[src/rtl/hv_stream_unpack.sv]
// Receive side of the 32-bit result stream. Assembles WORDS beats into one (DIM+1)-bit
// hypervector in an assembly register, then moves it to an output register with valid/ready.
module hv_stream_unpack #(
  parameter int DIM   = 1023,
  parameter int WORDS = (DIM + 1) / 32,
  parameter int CNT_W = 26
) (
  input  logic             clk_i,
  input  logic             rst_i,
  input  logic             flush_i,
  input  logic             src_v_i,
  input  logic [31:0]      src_d_i,
  output logic             src_ready_o,
  output logic             hv_v_o,
  input  logic             hv_ready_i,
  output logic [DIM:0]     hv_d_o,
  output logic [4:0]       word_idx_o,
  output logic [CNT_W-1:0] hv_cnt_o
);

  localparam logic [4:0] LAST_IDX = 5'(WORDS - 1);

  logic [DIM:0]     asm_q, asm_d;
  logic             asm_full_q, asm_full_d;
  logic [4:0]       word_idx_q, word_idx_d;
  logic [DIM:0]     hv_d_q, hv_d_d;
  logic             hv_v_q, hv_v_d;
  logic [CNT_W-1:0] hv_cnt_q, hv_cnt_d;

  logic accept;
  logic transfer;
  logic consume;

  // Accept and transfer are mutually exclusive because accept needs an empty assembly stage.
  assign accept   = src_v_i && !asm_full_q;
  assign transfer = asm_full_q && (!hv_v_q || hv_ready_i);
  assign consume  = hv_v_q && hv_ready_i;

  always_comb begin
    asm_d      = asm_q;
    asm_full_d = asm_full_q;
    word_idx_d = word_idx_q;
    hv_d_d     = hv_d_q;
    hv_v_d     = hv_v_q;
    hv_cnt_d   = hv_cnt_q;

    if (accept) begin
      asm_d[{word_idx_q, 5'b00000} +: 32] = src_d_i;
      if (word_idx_q == LAST_IDX) begin
        word_idx_d = 5'd0;
        asm_full_d = 1'b1;
      end else begin
        word_idx_d = word_idx_q + 5'd1;
      end
    end

    if (transfer) begin
      hv_d_d     = asm_q;
      hv_v_d     = 1'b1;
      asm_full_d = 1'b0;
    end else if (consume) begin
      hv_v_d = 1'b0;
    end

    if (consume) begin
      hv_cnt_d = hv_cnt_q + 1'b1;
    end
  end

  // Flush keeps the data registers; only control state and the delivery count are cleared.
  always_ff @(posedge clk_i) begin
    if (rst_i) begin
      asm_q      <= '0;
      asm_full_q <= 1'b0;
      word_idx_q <= 5'd0;
      hv_d_q     <= '0;
      hv_v_q     <= 1'b0;
      hv_cnt_q   <= '0;
    end else if (flush_i) begin
      asm_full_q <= 1'b0;
      word_idx_q <= 5'd0;
      hv_v_q     <= 1'b0;
      hv_cnt_q   <= '0;
    end else begin
      asm_q      <= asm_d;
      asm_full_q <= asm_full_d;
      word_idx_q <= word_idx_d;
      hv_d_q     <= hv_d_d;
      hv_v_q     <= hv_v_d;
      hv_cnt_q   <= hv_cnt_d;
    end
  end

  assign src_ready_o = !asm_full_q;
  assign hv_v_o      = hv_v_q;
  assign hv_d_o      = hv_d_q;
  assign word_idx_o  = word_idx_q;
  assign hv_cnt_o    = hv_cnt_q;

endmodule

[config.mk]
export PLATFORM = sky130hd
export DESIGN_NAME = hv_stream_unpack
export DESIGN_NICKNAME = d
export VERILOG_FILES = /design/src/rtl/hv_stream_unpack.sv
export SDC_FILE = /design/constraint.sdc
export NUM_CORES = 2
export LEC_CHECK = 0
export ABC_AREA = 1
export CAP_MARGIN = 5
export CORE_AREA = 3 3 425 427
export CTS_BUF_LIST = sky130_fd_sc_hd__clkbuf_4 sky130_fd_sc_hd__clkbuf_8
export CTS_CLUSTER_DIAMETER = 100
export CTS_CLUSTER_SIZE = 30
export DETAILED_ROUTE_END_ITERATION = 7
export DIE_AREA = 0 0 428 430
export DONT_BUFFER_PORTS = 1
export GPL_TIMING_DRIVEN = 0
export PLACE_DENSITY = 0.64
export SYNTH_ARGS = -nofsm -noshare
export SYNTH_HDL_FRONTEND = slang
export SYNTH_SLANG_ARGS = --single-unit
[constraint.sdc]
create_clock -name clk_i -period 3.1 [get_ports clk_i]
set_clock_uncertainty 0.15 [all_clocks]
set_input_delay 0.93 -clock clk_i [delete_from_list [all_inputs] [get_ports clk_i]]
set_output_delay 0.93 -clock clk_i [all_outputs]
set_load 0.01 [all_outputs]
# Word level (Yosys, flattened, before mapping)
# Cells that the tools add are included.
# totals
ff_bits	2081
mem_count	0
latch_bits	0
rom_bits	0
mem_bits_rw	0
word_cells	29
out_inout_bits	1057
# op_classes
n_shift	2
n_mul	0
n_div	0
eq_ne	1
n_mux	4
n_reduce_logical	12
bitwise_logic	1
order_cmp	0
addsub	3
# op_table
cell	count
1024-bit bitwise mux	1
32-bit by 12-bit variable shift with 1024-bit output, first input constant	1
32-bit by 12-bit variable part select with 1024-bit output	1
26-bit by 1-bit adder with 26-bit output, second input constant	1
10-bit negation with 12-bit output	1
2-bit AND reduction	3
5-bit by 1-bit adder with 5-bit output, second input constant	1
5-bit equality test, second input constant	1
5-bit 2-to-1 mux	1
1-bit logical AND	3
3-bit OR reduction	1
1-bit logical NOT	2
1-bit 2-to-1 mux	2
2-bit nonzero test	1
2-bit OR reduction	1
1-bit logical OR	1
1-bit inverter	1

# Logic depth before layout (Yosys ltp)
# logic_depth
ltp_word	4
ltp_mapped	16
ltp_nobuf	14

# Worst setup path before layout
# Ideal clock, no wire load.
# synth_path
path_type	register to register
startpoint	register word_idx_q[0], in the netlist word_idx_o[0]
endpoint	register asm_q[551]
arrival_ps	2323
path_stages_with_launch	12
period_less_slack_ps	2537
n_path_buf	3
setup_slack_ps	563
required_time_ps	2886
path_cell_list	dfxtp_1 inv_2 clkbuf_1 ha_1 buf_2 nand2_1 clkbuf_1 nor2_1 nand2_1 nor3_1 nor2_1 nor2_1
# synth_between
elab_chain_cells	3
# synth_lines
element	line_no	rtl
from (decl)	25	logic [4:0] word_idx_q, word_idx_d;
from (signal assigned)	87	word_idx_q <= word_idx_d;
10-bit negation with 12-bit output (*)	48	asm_d[{word_idx_q, 5'b00000} +: 32] = src_d_i;
32-bit by 12-bit variable part select with 1024-bit output / 32-bit by 12-bit variable shift with 1024-bit output (equally long branches)	48	
1024-bit bitwise mux (*)	48	
to (signal assigned)	85	asm_q <= asm_d;
to (decl)	23	logic [DIM:0] asm_q, asm_d;
# Mark *: on every way between the ends. The rest lies on a longest branch, timed or not.
# A chain may end at the register's enable or synchronous reset.

# Worst setup path after layout
# layout_path
startpoint	register word_idx_q[0], in the netlist word_idx_o[0]
endpoint	register asm_q[378]
# The elaborated chain is that of the path after synthesis.

==> flow_metrics.env <==
export IMPL_fmax_mhz=317.4
export IMPL_routedWlPerCell_um=28.21
export IMPL_critical_path_max_stage_delay_ns=0.53
export IMPL_fp_row_count=154
export IMPL_initial_antenna_violation_count=42
export IMPL_maximum_number_of_pins_on_one_net_before_global_route_repair=31
export IMPL_cts_made_buffers=83
export IMPL_start_util_pct=42.20
export IMPL_route_vias_total=68070
export IMPL_synth_seq_area_share_pct=55.93
export IMPL_synth_fp_nets=9876
export IMPL_synth_distinct_cells=32
export IMPL_pwrdens_mw_per_mm2=498.6
export IMPL_ir_drop_worst_vdd_uv=378.7
export IMPL_maxCapViolations=0
export IMPL_clock_tree_from_tritoncts="done"
export IMPL_final_hold_viol_count=0
export IMPL_synth_ff_latch_count=2081
export IMPL_worstHoldStart="hv_ready_i"
export IMPL_route_detailed_vias_per_inst=5.503
export IMPL_r2r_end="asm_q[378]"
export IMPL_grt_pass1_vias=62330
export IMPL_hold_worst_slack_ns=0.09859
export IMPL_first_pass_iters=6
export IMPL_finish_utilization_pct=45.77
export IMPL_violated_checks="negative setup slack"
export IMPL_share_of_cells_above_drive_strength_1_pct=6.250
export IMPL_io_buffers=0
export IMPL_cp_buffers_inverters=5
export IMPL_slew_violations=0
export IMPL_die_y_um=430
export IMPL_clock_sinks=2081
export IMPL_max_slew_margin_rel_pct=2.984
export IMPL_outcome="finished, violations left"
export IMPL_min_to="hv_v_o"
export IMPL_ctsRootBufferMaster="clkbuf_8"
export IMPL_clk_path_buf_depth=3
export IMPL_worst_path_most_repeated_cell="nand2_1"
export IMPL_reg_clk_slew_reported_paths_ns=0.19
export IMPL_regToRegSetupSlack_ns=-0.05
export IMPL_non_filler_cells_in_the_finished_layout=12370
export IMPL_critPathKind="flip-flop to flip-flop"
export IMPL_drtAntennaViolNets=0
export IMPL_final_min_period_over_clock_period_pct=101.6
export IMPL_required_ns=3.84
export IMPL_hold_path_class="input pin to flip-flop"
export IMPL_netlist_area_pre_place_mm2=0.07448
export IMPL_synthesis_yosys_warnings=0
export IMPL_setup_worst_path_end_class="flip-flop"
export IMPL_report_final_setup_viol=12
export IMPL_dp_cells=12180
export IMPL_grt_pass1_wl_um=475600
export IMPL_timing_rr_start="word_idx_o[0]"
export IMPL_globalplace_congestion=0.9873
export IMPL_worst_r2r_path_depth=11
export IMPL_fin_total_pwr_mw=40.28
export IMPL_routed_wl_um=349000
export IMPL_die_w_um=428
export IMPL_critPathSlowestCell="dfxtp_4"
export IMPL_syn2layout_area_growth_pct=8.461
export IMPL_startpoint_type="flip-flop"
export IMPL_cp_max_fo=12
export IMPL_syn_area_per_cell_um2=7.576
export IMPL_placement_setup_worst_slack_ns=-1.867
export IMPL_crit_arrival_ns=3.89
export IMPL_detail_route_iter0_violations=7166
export IMPL_design_final_nets=10030
export IMPL_dp_final_hpwl_um=272800
export IMPL_holdPathStages=3
export IMPL_drt_drc_violations_left=0
export IMPL_crit_chain="inv_4, clkbuf_8, ha_1, inv_1, nand2_1, clkinv_2, clkbuf_2, nand2_1, nor2_4, o21ai_0, nor2_1"
export IMPL_synth_cells=9831
export IMPL_ioPinCount=1094
export IMPL_layout_cells_most_common="nor2_1"
export IMPL_groute_usage_overall_pct=36.22
export IMPL_max_slew_worst_pin_slew_ns=1.455
export IMPL_min_period_ns=3.151
export IMPL_die_area_mm2=0.1840
export IMPL_grt_overflow_total=0
export IMPL_total_leakage_power_nw=33.50
export IMPL_cts_htree_levels=3
export IMPL_crit_family="buffers and inverters"
export IMPL_clock_latency_reported_for_the_late_side_of_the_worst_skew_pair_ns=0.97
export IMPL_grt_setup_unrepaired="yes"
export IMPL_design_core_area_mm2=0.1765
export IMPL_layout_cells_most_common_list="nor2_1, dfxtp_1, o21ai_0"
export IMPL_layout_setup_ws_ns=-0.05072
==> how the worst max path moves through the flow <==
stage	startpoint	end	slack, ns	depth (start not counted)
floorplan	word_idx_o[0]	asm_q[551]	0.56	11
global placement	hv_ready_i	hv_d_o[961]	-2.28	9
detailed placement	word_idx_o[0]	asm_q[812]	-1.87	11
CTS	word_idx_o[0]	asm_q[816]	-0.005	9
global route	word_idx_o[0]	asm_q[377]	-0.07	11
finish	word_idx_o[0]	asm_q[378]	-0.05	11
==> sequential cells by signal, indices dropped and copies added, names as in the netlist <==
| signal | count |
|---|---|
| asm_q | 1024 |
| hv_d_o | 1024 |
| hv_cnt_o | 26 |
| word_idx_o | 5 |
| asm_full_q | 1 |
| hv_v_o | 1 |
==> cell usage after synthesis <==
library cell	instances	area (µm²)
nand2_4	1	11.26
nand3_2	2	20.02
o21ai_0	1798	8999
dfxtp_1	2081	41660
nor2_4	6	67.56
nor2_2	10	62.56
buf_6	2	22.52
buf_2	134	670.6
ha_1	8	100.1
clkbuf_2	1	5.000
a21oi_1	494	2472
and3_1	1	6.260
o21bai_1	1	7.510
o21a_1	2	15.01
xor2_1	2	17.52
inv_1	565	2121
clkbuf_1	530	1989
a211oi_1	1	7.510
nand2_2	9	56.30
nand2_1	779	2924
buf_1	9	33.78
nor3b_1	1	7.510
o21ai_1	86	430.4
nand3_1	63	315.3
clkinv_1	3	11.26
nor2_1	3106	11660
nand3b_1	1	7.510
buf_4	26	195.2
nor4_1	33	206.5
inv_2	18	67.56
nor3_1	39	195.2
nand4_1	19	118.9
==> cell families (layout without fill, tap and decap cells) <==
| family | after synthesis | after routing | share of synthesized area (%) |
|---|---|---|---|
| adders and majority gates | 8 | 8 | 0.1344 |
| xor gates and xnor gates | 2 | 2 | 0.02352 |
| AOI/OAI and AO/OA | 2382 | 2382 | 16.02 |
| other | 0 | 30 | 0 |
| and+or+nand+nor | 4070 | 4071 | 21.02 |
| DFF | 2081 | 2081 | 55.93 |
| buffers and inverters | 1288 | 1456 | 6.869 |
==> worst register-to-register path, stage by stage, from the launching register on <==
cell and delay (ns):
dfxtp_4 0.53, inv_4 0.11, clkbuf_8 0.20, ha_1 0.40
inv_1 0.11, nand2_1 0.15, clkinv_2 0.20, clkbuf_2 0.31
nand2_1 0.30, nor2_4 0.35, o21ai_0 0.15, nor2_1 0.11
==> metal layers <==
layer	track usage, %	up-vias	routed length, µm
met4	25.64	10	28780
met5	0	-	67
met3	10.11	802	34240
li1	-	31430	-
met2	58.50	3311	157500
met1	41.44	32520	128400
==> where the power goes <==
part / leakage, nW / switching [mW] / internal [mW]
clock network: 0.739 / 8.53 / 2.86
logic: 16.0 / 1.68 / 0.381
registers: 16.8 / 0.0219 / 26.8
total: 33.5 / 10.2 / 30.1
==> per-stage QoR <==
step	instance area (µm²)	TNS, ns
6_report	80790	-0.2514
5_1_grt	80740	-0.2957
4_1_cts	80280	-0.007189
3_5_place_dp	77500	-2317.75
3_3_place_gp	77410	-2537.31
2_1_floorplan	74480	0
==> final cells by class <==
| cell class | instances | area, µm² |
|---|---|---|
| Fill cell | 17960 | 95710 |
| Sequential cell | 2081 | 41670 |
| Multi-Input combinational cell | 6463 | 28480 |
| Buffer | 701 | 3259 |
| Tap cell | 2340 | 2928 |
| Inverter | 586 | 2227 |
| Clock buffer | 88 | 1211 |
| Timing Repair Buffer | 65 | 710.7 |
| Clock inverter | 16 | 229.0 |
| Antenna cell | 30 | 75.07 |
==> repair_timing <==
| item | in CTS | in global routing |
|---|---|---|
| gates resized for setup | 299 | 189 |
| hold buffers | 32 | 0 |
| gates cloned | 0 | 3 |
| buffers inserted | 16 | 9 |
| endpoints found under the setup margin | 2049 | 793 |
| pin swaps | 12 | 7 |
| endpoints found under the hold margin | 62 | 0 |
(Power assumes the default switching activity.)
